### src/rtl/cc_nand_share_arbiter.sv
// Round-robin arbiter sharing one registered bitwise-NAND unit among NUM_REQ requesters.
// Each operation runs IDLE -> ISSUE -> RESP; all outputs are registered.
//
//   state | meaning
//   IDLE  | wait for a request, pick the winner from ptr, latch its operands
//   ISSUE | compute the NAND of the latched operands into the result register
//   RESP  | load the one-hot ack, rotate ptr past the winner, bump the op counter
module cc_nand_share_arbiter #(
    parameter int DATA_WIDTH = 1,
    parameter int NUM_REQ    = 4,
    parameter int IDX_WIDTH  = 2,
    parameter int CNT_WIDTH  = 8
) (
    input  logic                          CC_NandArbiter_CLOCK_50,
    input  logic                          CC_NandArbiter_RESET_InHigh,
    input  logic [NUM_REQ-1:0]            CC_NandArbiter_Req_In,
    input  logic [NUM_REQ*DATA_WIDTH-1:0] CC_NandArbiter_A_In,
    input  logic [NUM_REQ*DATA_WIDTH-1:0] CC_NandArbiter_B_In,
    output logic [NUM_REQ-1:0]            CC_NandArbiter_Ack_Out,
    output logic [DATA_WIDTH-1:0]         CC_NandArbiter_Z_Out,
    output logic [IDX_WIDTH-1:0]          CC_NandArbiter_Grant_Out,
    output logic                          CC_NandArbiter_Busy_Out,
    output logic [CNT_WIDTH-1:0]          CC_NandArbiter_OpCount_Out
);

    typedef enum logic [1:0] {IDLE, ISSUE, RESP} stateT;

    stateT                 state, stateNext;
    logic [IDX_WIDTH-1:0]  ptr, ptrNext;
    logic [IDX_WIDTH-1:0]  grantReg, grantNext;
    logic [DATA_WIDTH-1:0] aLat, aNext, bLat, bNext;
    logic [DATA_WIDTH-1:0] zReg, zNext;
    logic [NUM_REQ-1:0]    ackReg, ackNext;
    logic                  busyReg, busyNext;
    logic [CNT_WIDTH-1:0]  opCount, opCountNext;

    logic [IDX_WIDTH-1:0]  pick;
    logic                  pickValid;
    logic [IDX_WIDTH-1:0]  scanIdx;
    logic [DATA_WIDTH-1:0] aSel, bSel;

    // First requester at or after ptr, wrapping modulo NUM_REQ.
    always_comb begin
        pick      = '0;
        pickValid = 1'b0;
        scanIdx   = '0;
        for (int i = 0; i < NUM_REQ; i++) begin
            scanIdx = IDX_WIDTH'((int'(ptr) + i) % NUM_REQ);
            if (!pickValid && CC_NandArbiter_Req_In[scanIdx]) begin
                pickValid = 1'b1;
                pick      = scanIdx;
            end
        end
    end

    always_comb begin
        aSel = '0;
        bSel = '0;
        for (int i = 0; i < NUM_REQ; i++) begin
            if (pick == IDX_WIDTH'(i)) begin
                aSel = CC_NandArbiter_A_In[i*DATA_WIDTH +: DATA_WIDTH];
                bSel = CC_NandArbiter_B_In[i*DATA_WIDTH +: DATA_WIDTH];
            end
        end
    end

    always_comb begin
        stateNext   = state;
        ptrNext     = ptr;
        grantNext   = grantReg;
        aNext       = aLat;
        bNext       = bLat;
        zNext       = zReg;
        ackNext     = '0;
        busyNext    = busyReg;
        opCountNext = opCount;
        case (state)
            IDLE: begin
                if (pickValid) begin
                    grantNext = pick;
                    aNext     = aSel;
                    bNext     = bSel;
                    busyNext  = 1'b1;
                    stateNext = ISSUE;
                end
            end
            ISSUE: begin
                zNext     = ~(aLat & bLat);
                stateNext = RESP;
            end
            RESP: begin
                ackNext[grantReg] = 1'b1;
                ptrNext     = (grantReg == IDX_WIDTH'(NUM_REQ - 1)) ? '0
                                                                    : grantReg + IDX_WIDTH'(1);
                opCountNext = opCount + CNT_WIDTH'(1);
                busyNext    = 1'b0;
                stateNext   = IDLE;
            end
            default: begin
                busyNext  = 1'b0;
                stateNext = IDLE;
            end
        endcase
    end

    always_ff @(posedge CC_NandArbiter_CLOCK_50) begin
        if (CC_NandArbiter_RESET_InHigh) begin
            state    <= IDLE;
            ptr      <= '0;
            grantReg <= '0;
            aLat     <= '0;
            bLat     <= '0;
            zReg     <= '0;
            ackReg   <= '0;
            busyReg  <= 1'b0;
            opCount  <= '0;
        end else begin
            state    <= stateNext;
            ptr      <= ptrNext;
            grantReg <= grantNext;
            aLat     <= aNext;
            bLat     <= bNext;
            zReg     <= zNext;
            ackReg   <= ackNext;
            busyReg  <= busyNext;
            opCount  <= opCountNext;
        end
    end

    assign CC_NandArbiter_Ack_Out     = ackReg;
    assign CC_NandArbiter_Z_Out       = zReg;
    assign CC_NandArbiter_Grant_Out   = grantReg;
    assign CC_NandArbiter_Busy_Out    = busyReg;
    assign CC_NandArbiter_OpCount_Out = opCount;

endmodule
### config.mk
export PLATFORM = sky130hd
export DESIGN_NAME = cc_nand_share_arbiter
export DESIGN_NICKNAME = d
export VERILOG_FILES = /design/src/rtl/cc_nand_share_arbiter.sv
export SDC_FILE = /design/constraint.sdc
export NUM_CORES = 1
export LEC_CHECK = 0
export ABC_CLOCK_PERIOD_IN_PS = 2050
export CORE_MARGIN = 2
export CORE_UTILIZATION = 35
export DETAILED_ROUTE_END_ITERATION = 10
export DONT_BUFFER_PORTS = 1
export PLACE_DENSITY = 0.58
export SYNTH_ARGS = -nofsm -noshare
export SYNTH_HDL_FRONTEND = slang
export SYNTH_SLANG_ARGS = --single-unit
### constraint.sdc
create_clock -name CC_NandArbiter_CLOCK_50 -period 2.05 [get_ports CC_NandArbiter_CLOCK_50]
set_input_delay 0.41 -clock CC_NandArbiter_CLOCK_50 [delete_from_list [all_inputs] [get_ports CC_NandArbiter_CLOCK_50]]
set_output_delay 0.41 -clock CC_NandArbiter_CLOCK_50 [all_outputs]
set_load 0.03 [all_outputs]
==> metrics.md, run 1 <==
| Metric | Value |
|---|---|
| Status | `complete, no violations` |
| Post-Route WL | `1940 um` |
| Worst setup margin | `approximately 660 ps` |
| Dpl ws | `between 600 and 700 ps` |
| Sequential cell area fraction in the yosys report | `between 40% and 50%` |
| Pwr dens | `~710 mW/mm^2` |
| Area Growth Syn to Fin | `7.53%` |
| Layout Nets | `130` |
| # setup viols final | `0` |
| Initial Util | `between 30% and 40%` |
| Synthesized net count | `approximately 120` |
| Placed inst area | `around 0.0011 mm^2` |
| DR vias/cell | `about 5.2` |
| Clock transition at the registers of the reported paths | `roughly 120 ps` |
| RSZ-0062 raised after global routing | `no` |
| Final worst path period need | `around 1400 ps` |
| Layout Skew | `approximately 5.2 ps` |
| Synth Instances | `around 110` |
| Post-CTS Resized | `0` |
| Num rows | `19` |
| DP Wirelength | `around 1500 um` |
| Antenna-violating nets left | `0` |
| Initial antenna violation count | `0` |
| VDD IR-drop max | `~370 uV` |
| Die Width | `roughly 58 um` |
| Max Slew Vio Count | `0` |
| H-tree depth | `1` |
| GRT Total Usage | `between 10% and 20%` |
| CTS Hold Buffers Added | `0` |
| Clk Latency, worst-skew pair | `around 290 ps` |
| Register area | `440 um^2` |
| Critical Path Fanout Max | `6` |
| First-pass GRT wire length | `~3300 um` |
| CP Launch Type | `register` |
| PortBufs | `0` |
| Synth Cell Area | `0.00101 mm^2` |
| #FFs+latches synth | `22` |
| Peak Freq | `0.719 GHz` |
| Vias in the first global route | `approximately 770` |
| Crit Path Class | `reg -> reg` |
| Fin util | `between 30% and 40%` |
| Chip height | `a little under 60 um` |
| Worst path required time | `2280 ps` |
| Worst EP arrival | `1620 ps` |
| # diodes | `0` |
| Share of cells above drive strength 1 | `roughly 10%` |
| DR vias | `roughly 730` |
| Final Cycle Share | `around two thirds` |
| Area of the core | `0.00276 mm^2` |
| Total clock sinks | `22` |
| Number of synthesized flops with an enable pin | `0` |
| Multi-input combinational cell area | `around 550 um^2` |
| CTS buffer count | `3` |
| Synth unique cells | `29` |
| CP max stage delay | `~370 ps` |
| Pin count of the biggest net entering global routing | `20` |
| CP endpoint kind | `register` |
| Final TNS setup | `0 ps` |
| Design area | `0.00109 mm^2` |
| Number of max-cap violations | `0` |
| GPL Wtd Cong | `approximately 0.71` |
| DRT Pass-1 Iters | `4` |
| Number of fill cells | `280` |
| Max clock buf depth | `2` |
| Sequence of cells on the critical path | `and2b_4, nand4_4, or3_1, a21oi_1` |
| Full die area | `0.00334 mm^2` |
| Main synth FF type | `dfxtp_1` |
| Worst min path class | `in -> reg` |
| Post-CTS setup buffers | `0` |
| Post-synthesis area per instance | `around 9.7 um^2` |
| Slew @ Worst Pin | `about 480 ps` |
| Syn. warnings | `0` |
| Clock root buffer | `clkbuf_4` |
| Wire per inst | `between 10 and 15 um` |
| DRC marker count from the first detailed-route iteration | `31` |
| Final Hold Fails | `0` |
| Leak | `between 0.0004 and 0.0005 uW` |
| CTS tree | `built` |
| # IOs | `30` |
| Post-synth ARST share | `0%` |
| Worst path slowest cell | `or3_1` |
| Rel. slew slack | `between 60% and 70%` |
| Drt drc | `0` |
| Total gr overflow | `0` |
-- synthesized netlist by cell type, types with 2 or more instances --
library cell | n | share of area [%]
dfxtp_1 | 22 | 43
nor2_1 | 12 | 4.4
a21oi_1 | 9 | 4.4
nand2_1 | 8 | 3.0
mux2i_1 | 6 | 5.9
ha_1 | 5 | 6.2
inv_1 | 5 | 1.9
nand2b_1 | 5 | 3.1
and2_1 | 4 | 2.5
xor2_1 | 4 | 3.5
nand3b_1 | 2 | 1.5
nand4_1 | 2 | 1.2
nor2b_1 | 2 | 1.2
o21ai_0 | 2 | 0.99
o221ai_1 | 2 | 1.7
or3_1 | 2 | 1.2
-- logic make-up (layout without fill, tap and decap cells) --
family,after synthesis,after routing,synth area share (%)
compound gates,19,19,15.2
xor+xnor,5,5,4.32
fa+ha+maj,5,5,6.17
buf+inv,7,11,2.59
flops,22,22,43.5
mux,6,6,5.93
simple gates,41,41,22.3
-- per-layer routing --
layer	global-route usage [%]	up-vias	wire length [um]
li1	-	369	-
met1	15.3	337	824
met2	21.8	18	972
met3	5.13	2	126
met4	3.99	0	13
met5	0	-	0
-- per-stage QoR --
| stage | std cells | power, uW | hold slack [ps] |
|---|---|---|---|
| after floorplan | 105 | 572 | 424 |
| after global placement | 137 | 587 | 455 |
| after detailed placement | 137 | 590 | 440 |
| after CTS | 140 | 781 | 153 |
| after global routing | 140 | 816 | 136 |
| final | 140 | 769 | 163 |
-- flip-flops by register name (all words and copies together) (netlist names) --
register,count
CC_NandArbiter_Ack_Out,4
ptr,2
CC_NandArbiter_OpCount_Out,8
bLat,1
state,2
CC_NandArbiter_Grant_Out,2
CC_NandArbiter_Busy_Out,1
aLat,1
CC_NandArbiter_Z_Out,1
-- cell type report --
| class | instances | share of cell area, % |
|---|---|---|
| clock buffers | 3 | 2.07 |
| inverters | 5 | 1.72 |
| multi-input cells | 76 | 50.2 |
| flip-flops and latches | 22 | 40.4 |
| well taps | 31 | 3.56 |
| repair buffers | 3 | 2.07 |
-- where the power goes --
part           switching, uW  internal [uW]  total, uW
registers               29.5            448        478
logic                   55.2           47.1        102
clock network            120           68.3        189
-- worst max-delay path: cells and delay by family (launching register included) --
family	cells	cell delay [ps]
AND/OR/NAND/NOR	3	820
flip-flops	1	350
AO/OA/AOI/OAI	1	150
-- final timing paths --
check                                                 start                            end  slack (ps)  depth (start not counted)
worst max-delay path                               state[0]  CC_NandArbiter_OpCount_Out[5]         660                          4
worst min-delay path            CC_NandArbiter_RESET_InHigh  CC_NandArbiter_OpCount_Out[7]         160                          1
worst max register to register                     state[0]  CC_NandArbiter_OpCount_Out[5]         660                          4
worst min register to register                         bLat           CC_NandArbiter_Z_Out         470                          1
-- cells in the final DEF, fill, tap and decap left out --
cell and instances:
o221ai_1 2, xor2_1 4, o21ai_1 1, a311oi_1 1, a21oi_4 1, and3_1 1
nor3_1 1, a221oi_2 1, o21ai_0 2, xnor2_1 1, o41ai_4 1, nand2b_1 5
clkbuf_4 3, nand4_4 1, dfxtp_1 22, ha_1 5, a22o_1 1, buf_4 3
nor2b_1 2, and2b_4 1, nand4_1 2, inv_1 5, a21oi_1 9, and2_1 4
mux2i_1 6, nor2_1 12, nand3b_1 2, or3_1 2, nand2_1 8
Power figures use the tool's default switching activity.
==> run 2, diff against run 1 <==
ABC_AREA = 1   (was unset)
ABC_CLOCK_PERIOD_IN_PS = 1200   (was 2050)
PLACE_DENSITY = 0.6   (was 0.58)
clock period = 1.2 ns   (was 2.05 ns; I/O delays follow)
==> run 2 against run 1 <==
The run now ends with negative setup slack left. Design area rose by 67%. Largest cell class unchanged. Fmax down 18%. Worst setup slack got worse by 1200 ps. Clock-buffer cell count grew 1. Die area up 18%. Via count grew 73%. Total power grew to 2.8 times the previous value. Hold slack improved by 16 ps. Non-clock buffer count rose by 37. Synthesized cell count grew 70%. Largest power group is now combinational logic. Routed wire length grew 56%.
==> metrics.md, run 2 <==
| Metric | Value |
|---|---|
| Total clock sinks | `22` |
| Final Cycle Share | `141%` |
| Total gr overflow | `0` |
| Failing checks | `negative setup slack` |
| DR vias | `approximately 1,300` |
| Hold Slack | `between 150 and 200 ps` |
| Reg2reg start | `ptr[0]` |
| Crit Path Class | `reg -> reg` |
| Initial antenna violation count | `0` |
| Worst path required time | `1440 ps` |
| # setup viols final | `9` |
| First-pass GRT wire length | `5460 um` |
| Final worst path period need | `between 1500 and 2000 ps` |
| Placed cells | `roughly 250` |
| # diodes | `0` |
| DR vias/cell | `~4.8` |
| Leading area contributor after synthesis | `dfxtp_1` |
| Area Growth Syn to Fin | `50.4%` |
| Peak Freq | `slightly below 0.6 GHz` |
| Vias in the first global route | `1,295` |
| Worst setup margin | `-497 ps` |
| Leak | `0.000843 uW` |
| Worst min path class | `in -> reg` |
| Worst hold stages | `4` |
| Layout Nets | `about 240` |
| Number of synthesized flops with an enable pin | `0` |
| Cell Int Power | `between 1000 and 1500 uW` |
| Final Hold Fails | `0` |
| Pwr dens | `around 1200 mW/mm^2` |
| Slew @ Worst Pin | `~420 ps` |
| Switching share of total power | `38.7%` |
| H-tree depth | `1` |
| Sequential Power Share | `about two fifths` |
| Status | `complete, but fails checks` |
| Count leader, synth | `nand2_1` |
| Max clock buf depth | `2` |
| Clock network fraction of total power | `around 16%` |
| Full die area | `approximately 0.0039 mm^2` |
| Number of fill cells | `323` |
| CP endpoint kind | `register` |
| Antenna-violating nets left | `0` |
| Post-synthesis area per instance | `between 6 and 7 um^2` |
| Reg2Reg Setup Slack | `-500 ps` |
| CP Launch Point | `ptr[0]` |
| Synthesized net count | `between 150 and 200` |
| Commonest cells in the synthesized netlist | `nand2_1 (46), inv_1 (25), dfxtp_1 (22)` |
| CTS tree | `built` |
| Largest register FFs | `8` |
| Sequential cell area fraction in the yosys report | `about 36%` |
| CP Launch Type | `register` |
| Synth Instances | `178` |
| Worst EP arrival | `approximately 1900 ps` |
| Fin util | `54.4%` |
| Switching pwr | `approximately 840 uW` |
| # IOs | `30` |
| RSZ-0062 raised after global routing | `yes` |
| DRT Pass-1 Iters | `4` |
| Area of the core | `about 0.0033 mm^2` |
| Dpl ws | `-507 ps` |
| Reg2Reg Depth | `14` |
| PortBufs | `0` |
| Reg2reg end | `aLat` |
| Clock transition at the registers of the reported paths | `120 ps` |
| Post-route non-filler standard cell count | `between 200 and 300` |
| Rel. slew slack | `71.8%` |
| Post-Route WL | `just over 3000 um` |
| DRC marker count from the first detailed-route iteration | `64` |
| Synth unique cells | `26` |
| Commonest cells after routing, fill and taps aside | `nand2_1 (31), buf_4 (31), inv_1 (19)` |
| Drt drc | `0` |
| Critical Path Fanout Max | `6` |
| Syn. warnings | `0` |
| GRT Total Usage | `16.7%` |
| Post-synth ARST share | `0%` |
| Yosys top cell area share | `36.5%` |
| Number of max-cap violations | `0` |
| Main synth FF type | `dfxtp_1` |
| Share of cells above drive strength 1 | `about half` |
| Layout Skew | `about 7.4 ps` |
| Synth Cell Area | `between 0.001 and 0.0015 mm^2` |
| Initial Util | `between 30% and 40%` |
| Synth top area cells | `dfxtp_1 (36%), nand2_1 (14%), inv_1 (7.8%), ha_1 (5.2%), nand2_2 (4.7%)` |
| Gate power share | `between 40% and 50%` |
| Chip height | `62.7 um` |
| Pin count of the biggest net entering global routing | `13` |
| Total Power | `2160 uW` |
| End point of the critical path | `aLat` |
| Die Width | `about 63 um` |
| #FFs+latches synth | `22` |
| Max Slew Vio Count | `0` |
| GPL Wtd Cong | `around 0.8` |
| DP Wirelength | `2200 um` |
| CTS buffer count | `3` |
| Clock root buffer | `clkbuf_4` |
| VDD IR-drop max | `around 940 uV` |
| Num rows | `21` |
| Wire per inst | `around 11 um` |
| Clk Latency, worst-skew pair | `around 300 ps` |
[run 2: cell types whose count changed after synthesis, sizes merged, moves of 4 or more]
cell	delta
xor2	-4
nand2	+47
nand3	+10
nand2b	-5
and2	-4
inv	+23
mux2i	-6
o21ai	+9
[run 2: power by group through the flow]
stage | logic, uW | registers, uW | clock network (uW)
6_report | 916 | 898 | 345
2_1_floorplan | 464 | 946 | 0
5_1_grt | 1020 | 908 | 394
3_3_place_gp | 729 | 900 | 0
3_5_place_dp | 751 | 902 | 0
4_1_cts | 863 | 894 | 362
[run 2: worst min-delay path by stage]
| stage | start | to | slack (ps) |
|---|---|---|---|
| global placement | CC_NandArbiter_RESET_InHigh | CC_NandArbiter_OpCount_Out[2] | 310 |
| global route | CC_NandArbiter_B_In[2] | bLat | 190 |
| CTS | CC_NandArbiter_B_In[2] | bLat | 170 |
| finish | CC_NandArbiter_B_In[3] | bLat | 180 |
| detailed placement | CC_NandArbiter_RESET_InHigh | CC_NandArbiter_Grant_Out[1] | 310 |
| floorplan | bLat | CC_NandArbiter_Z_Out | 410 |
[run 2: layout make-up]
| class | count | area, um^2 | area share [%] |
|---|---|---|---|
| repair buffers | 40 | 333 | 18.3 |
| flip-flops and latches | 22 | 462 | 25.4 |
| well taps | 46 | 57.6 | 3.17 |
| multi-input cells | 124 | 822 | 45.3 |
| inverters | 28 | 115 | 6.34 |
| clock buffers | 4 | 26.3 | 1.45 |
[run 2: critical path: stages, from the launching register on]
cell and delay, ps:
dfxtp_4 400, buf_6 140, nand2_2 50, nand2_2 60, nand2_2 60, nand2_2 60, nor2_4 150, nand4_1 200
nand2_4 160, inv_2 40, nand2_1 50, nand2_1 40, nand2_1 50, nand2_1 60, a21oi_2 110
[run 2: routing by layer]
layer	track usage, %	wire [um]	vias to the layer above
met4	1.39	12	0
met3	4.86	152	2
met5	0	0	-
li1	-	-	650
met1	21.1	1390	572
met2	29.3	1480	35
[run 2: kinds of logic (layout without fill, tap and decap cells)]
family / count (synthesis) / in the layout / synth area share (%)
adders and majority gates: 5 / 5 / 5.18
AOI/OAI and AO/OA: 29 / 29 / 13.7
DFF: 22 / 22 / 36.5
buffers and inverters: 32 / 72 / 10.7
and+or+nand+nor: 90 / 90 / 34.0
[run 2: timing repair]
item	CTS	global route
pin swaps	13	8
resized for setup	41	18
endpoints found under the hold margin	8	0
setup buffers	4	4
endpoints found under the setup margin	12	11
hold buffers	1	0
[run 2: per-stage QoR]
step	area (um^2)	TNS [ps]
floorplan	1270	-1410
global placement	1550	-2290
detailed placement	1550	-2680
CTS	1740	-2380
global route	1820	-3680
finish	1820	-2640
==> run 3, diff against run 2 <==
ABC_AREA = unset   (was 1)
==> run 3 against run 2 <==
The flow still finishes with violations (negative setup slack). Routed wire length decreased by 28%. Utilization decreased by 6.3 points. Design area shrank 27%. Critical path type unchanged. Highest routed layer unchanged.
==> metrics.md, run 3 (same netlist as run 1, synthesis figures left out) <==
| Metric | Value |
|---|---|
| Status | `complete, but fails checks` |
| Failing checks | `negative setup slack` |
| CP Launch Type | `register` |
| # setup viols final | `5` |
| DRC marker count from the first detailed-route iteration | `11` |
| Most common cell on crit path | `buf_4` |
| RSZ-0062 raised after global routing | `yes` |
| Worst setup margin | `-114 ps` |
| PortBufs | `0` |
| GRT Total Usage | `14.3%` |
| Pin count of the biggest net entering global routing | `16` |
| DRT Pass-1 Iters | `4` |
| Wire per inst | `about 14 um` |
| DP Wirelength | `between 1500 and 2000 um` |
| Final TNS setup | `-350 ps` |
| Worst EP arrival | `between 1500 and 2000 ps` |
| Clock transition at the registers of the reported paths | `130 ps` |
| Rel. slew slack | `around three fifths` |
| GPL Wtd Cong | `between 0.6 and 0.7` |
| Clk Latency, worst-skew pair | `roughly 310 ps` |
| # IOs | `30` |
| Leak | `about 0.00055 uW` |
| Post-route non-filler standard cell count | `159` |
| CP max stage delay | `~360 ps` |
| Area Growth Syn to Fin | `30.9%` |
| DR vias | `roughly 800` |
| Critical Path Fanout Max | `3` |
| Total Power | `roughly 1600 uW` |
| Placed inst area | `about 0.0012 mm^2` |
| Max clock buf depth | `2` |
| Layout Nets | `roughly 150` |
| Initial Util | `approximately 37%` |
| DR vias/cell | `around 5.0` |
| Post-Route WL | `2170 um` |
| Share of cells above drive strength 1 | `between 40 and 50%` |
| First-pass GRT wire length | `~3600 um` |
| Die Width | `between 50 and 60 um` |
| VDD IR-drop max | `around 630 uV` |
| Number of max-cap violations | `0` |
| Total clock sinks | `22` |
| Layout Skew | `6.77 ps` |
| Final Hold Fails | `0` |
| Most common cell after layout, fill and taps aside | `buf_4` |
| Slew @ Worst Pin | `about 600 ps` |
| Final worst path period need | `approximately 1300 ps` |
| Worst min path class | `in -> reg` |
| Chip height | `approximately 58 um` |
| Area of the core | `roughly 0.0028 mm^2` |
| Reg2Reg Setup Slack | `-110 ps` |
| Full die area | `about 0.0033 mm^2` |
| Final Cycle Share | `109%` |
| Worst path slowest cell | `dfxtp_2` |
| Initial antenna violation count | `0` |
| Max Slew Vio Count | `0` |
| Num rows | `19` |
| Worst path required time | `roughly 1400 ps` |
| CP endpoint kind | `register` |
| Placed cells | `152` |
| Pwr dens | `between 1000 and 1500 mW/mm^2` |
| Crit Path Class | `reg -> reg` |
| Number of fill cells | `around 260` |
| Vias in the first global route | `801` |
| CTS tree | `built` |
| H-tree depth | `1` |
| Clock root buffer | `clkbuf_4` |
| CTS buffer count | `3` |
| Antenna-violating nets left | `0` |
| Design area | `0.00133 mm^2` |
| Largest register FFs | `8` |
| Total gr overflow | `0` |
| Sequence of cells on the critical path | `buf_4, buf_4, a221oi_2, nand2b_1, o221ai_1` |
| Peak Freq | `between 0.7 and 0.8 GHz` |
| Drt drc | `0` |
| Commonest cells after routing, fill and taps aside | `buf_4 (17), dfxtp_1 (11), dfxtp_2 (11), nor2_1 (11), nand2_1 (7)` |
| # diodes | `0` |
run 3: cell count changes in the layout (fill, tap and decap cells not counted), moves of 5 or more:
| cell | previous run | this run |
|---|---|---|
| mux2i_1 | 0 | 6 |
| dfxtp_2 | 5 | 11 |
| nand3_1 | 7 | 0 |
| nand2_4 | 9 | 0 |
| nand2_1 | 31 | 7 |
| inv_1 | 19 | 4 |
| inv_2 | 6 | 1 |
| nand2_2 | 15 | 1 |
| buf_4 | 31 | 17 |
| o21ai_0 | 8 | 2 |
| buf_6 | 8 | 3 |
run 3: power by group:
| group | total (uW) | internal (uW) | switching [uW] |
|---|---|---|---|
| registers | 809 | 769 | 40.4 |
| clock network | 571 | 337 | 233 |
| logic | 244 | 117 | 127 |
| total | 1620 | 1220 | 401 |
run 3: layout make-up:
type | count | area [um^2] | share of cell area, %
Clock inverter | 1 | 30.0 | 2.26
Clock buffer | 3 | 22.5 | 1.70
Sequential cell | 22 | 454 | 34.2
Multi-Input combinational cell | 76 | 591 | 44.5
Timing Repair Buffer | 21 | 171 | 12.9
Inverter | 5 | 18.8 | 1.42
Tap cell | 31 | 38.8 | 2.92
run 3: what timing repair did:
| item | in CTS | in global routing |
|---|---|---|
| endpoints found under the hold margin | 15 | 0 |
| resized for setup | 10 | 11 |
| setup buffers | 2 | 0 |
| hold buffers | 1 | 0 |
| gates cloned | 0 | 0 |
| pin swaps | 1 | 1 |
| setup endpoints to repair | 6 | 13 |
run 3: final timing paths:
check                                    from  depth (start not counted)              endpoint
hold reg to reg                          bLat                          1  CC_NandArbiter_Z_Out
setup / recovery                       ptr[1]                          5                  aLat
hold / removal    CC_NandArbiter_RESET_InHigh                          2              state[0]
setup reg to reg                       ptr[1]                          5                  aLat
run 3: metal layers:
metal	vias to the layer above	share of wire (%)	global-route usage (%)
met4	0	0.74	5.98
met2	11	54	25.0
li1	408	-	-
met3	2	3.5	3.13
met1	375	42	16.8
met5	-	0	0
run 3: metrics by stage:
stage / hold slack (ps) / utilization, % / setup slack, ps
2_1_floorplan: 424 / - / -18.1
6_report: 127 / 48.1 / -114
5_1_grt: 100 / 48.1 / -201
3_3_place_gp: 306 / 43.0 / -59.2
4_1_cts: 109 / 47.1 / -117
3_5_place_dp: 310 / 43.0 / -166
run 3: worst max-delay path, delay by kind of cell, from the launching register on:
kind,cells,cell delay [ps]
buffers and inverters,2,270
flip-flops,1,360
AO/OA/AOI/OAI,2,390
AND/OR/NAND/NOR,1,170
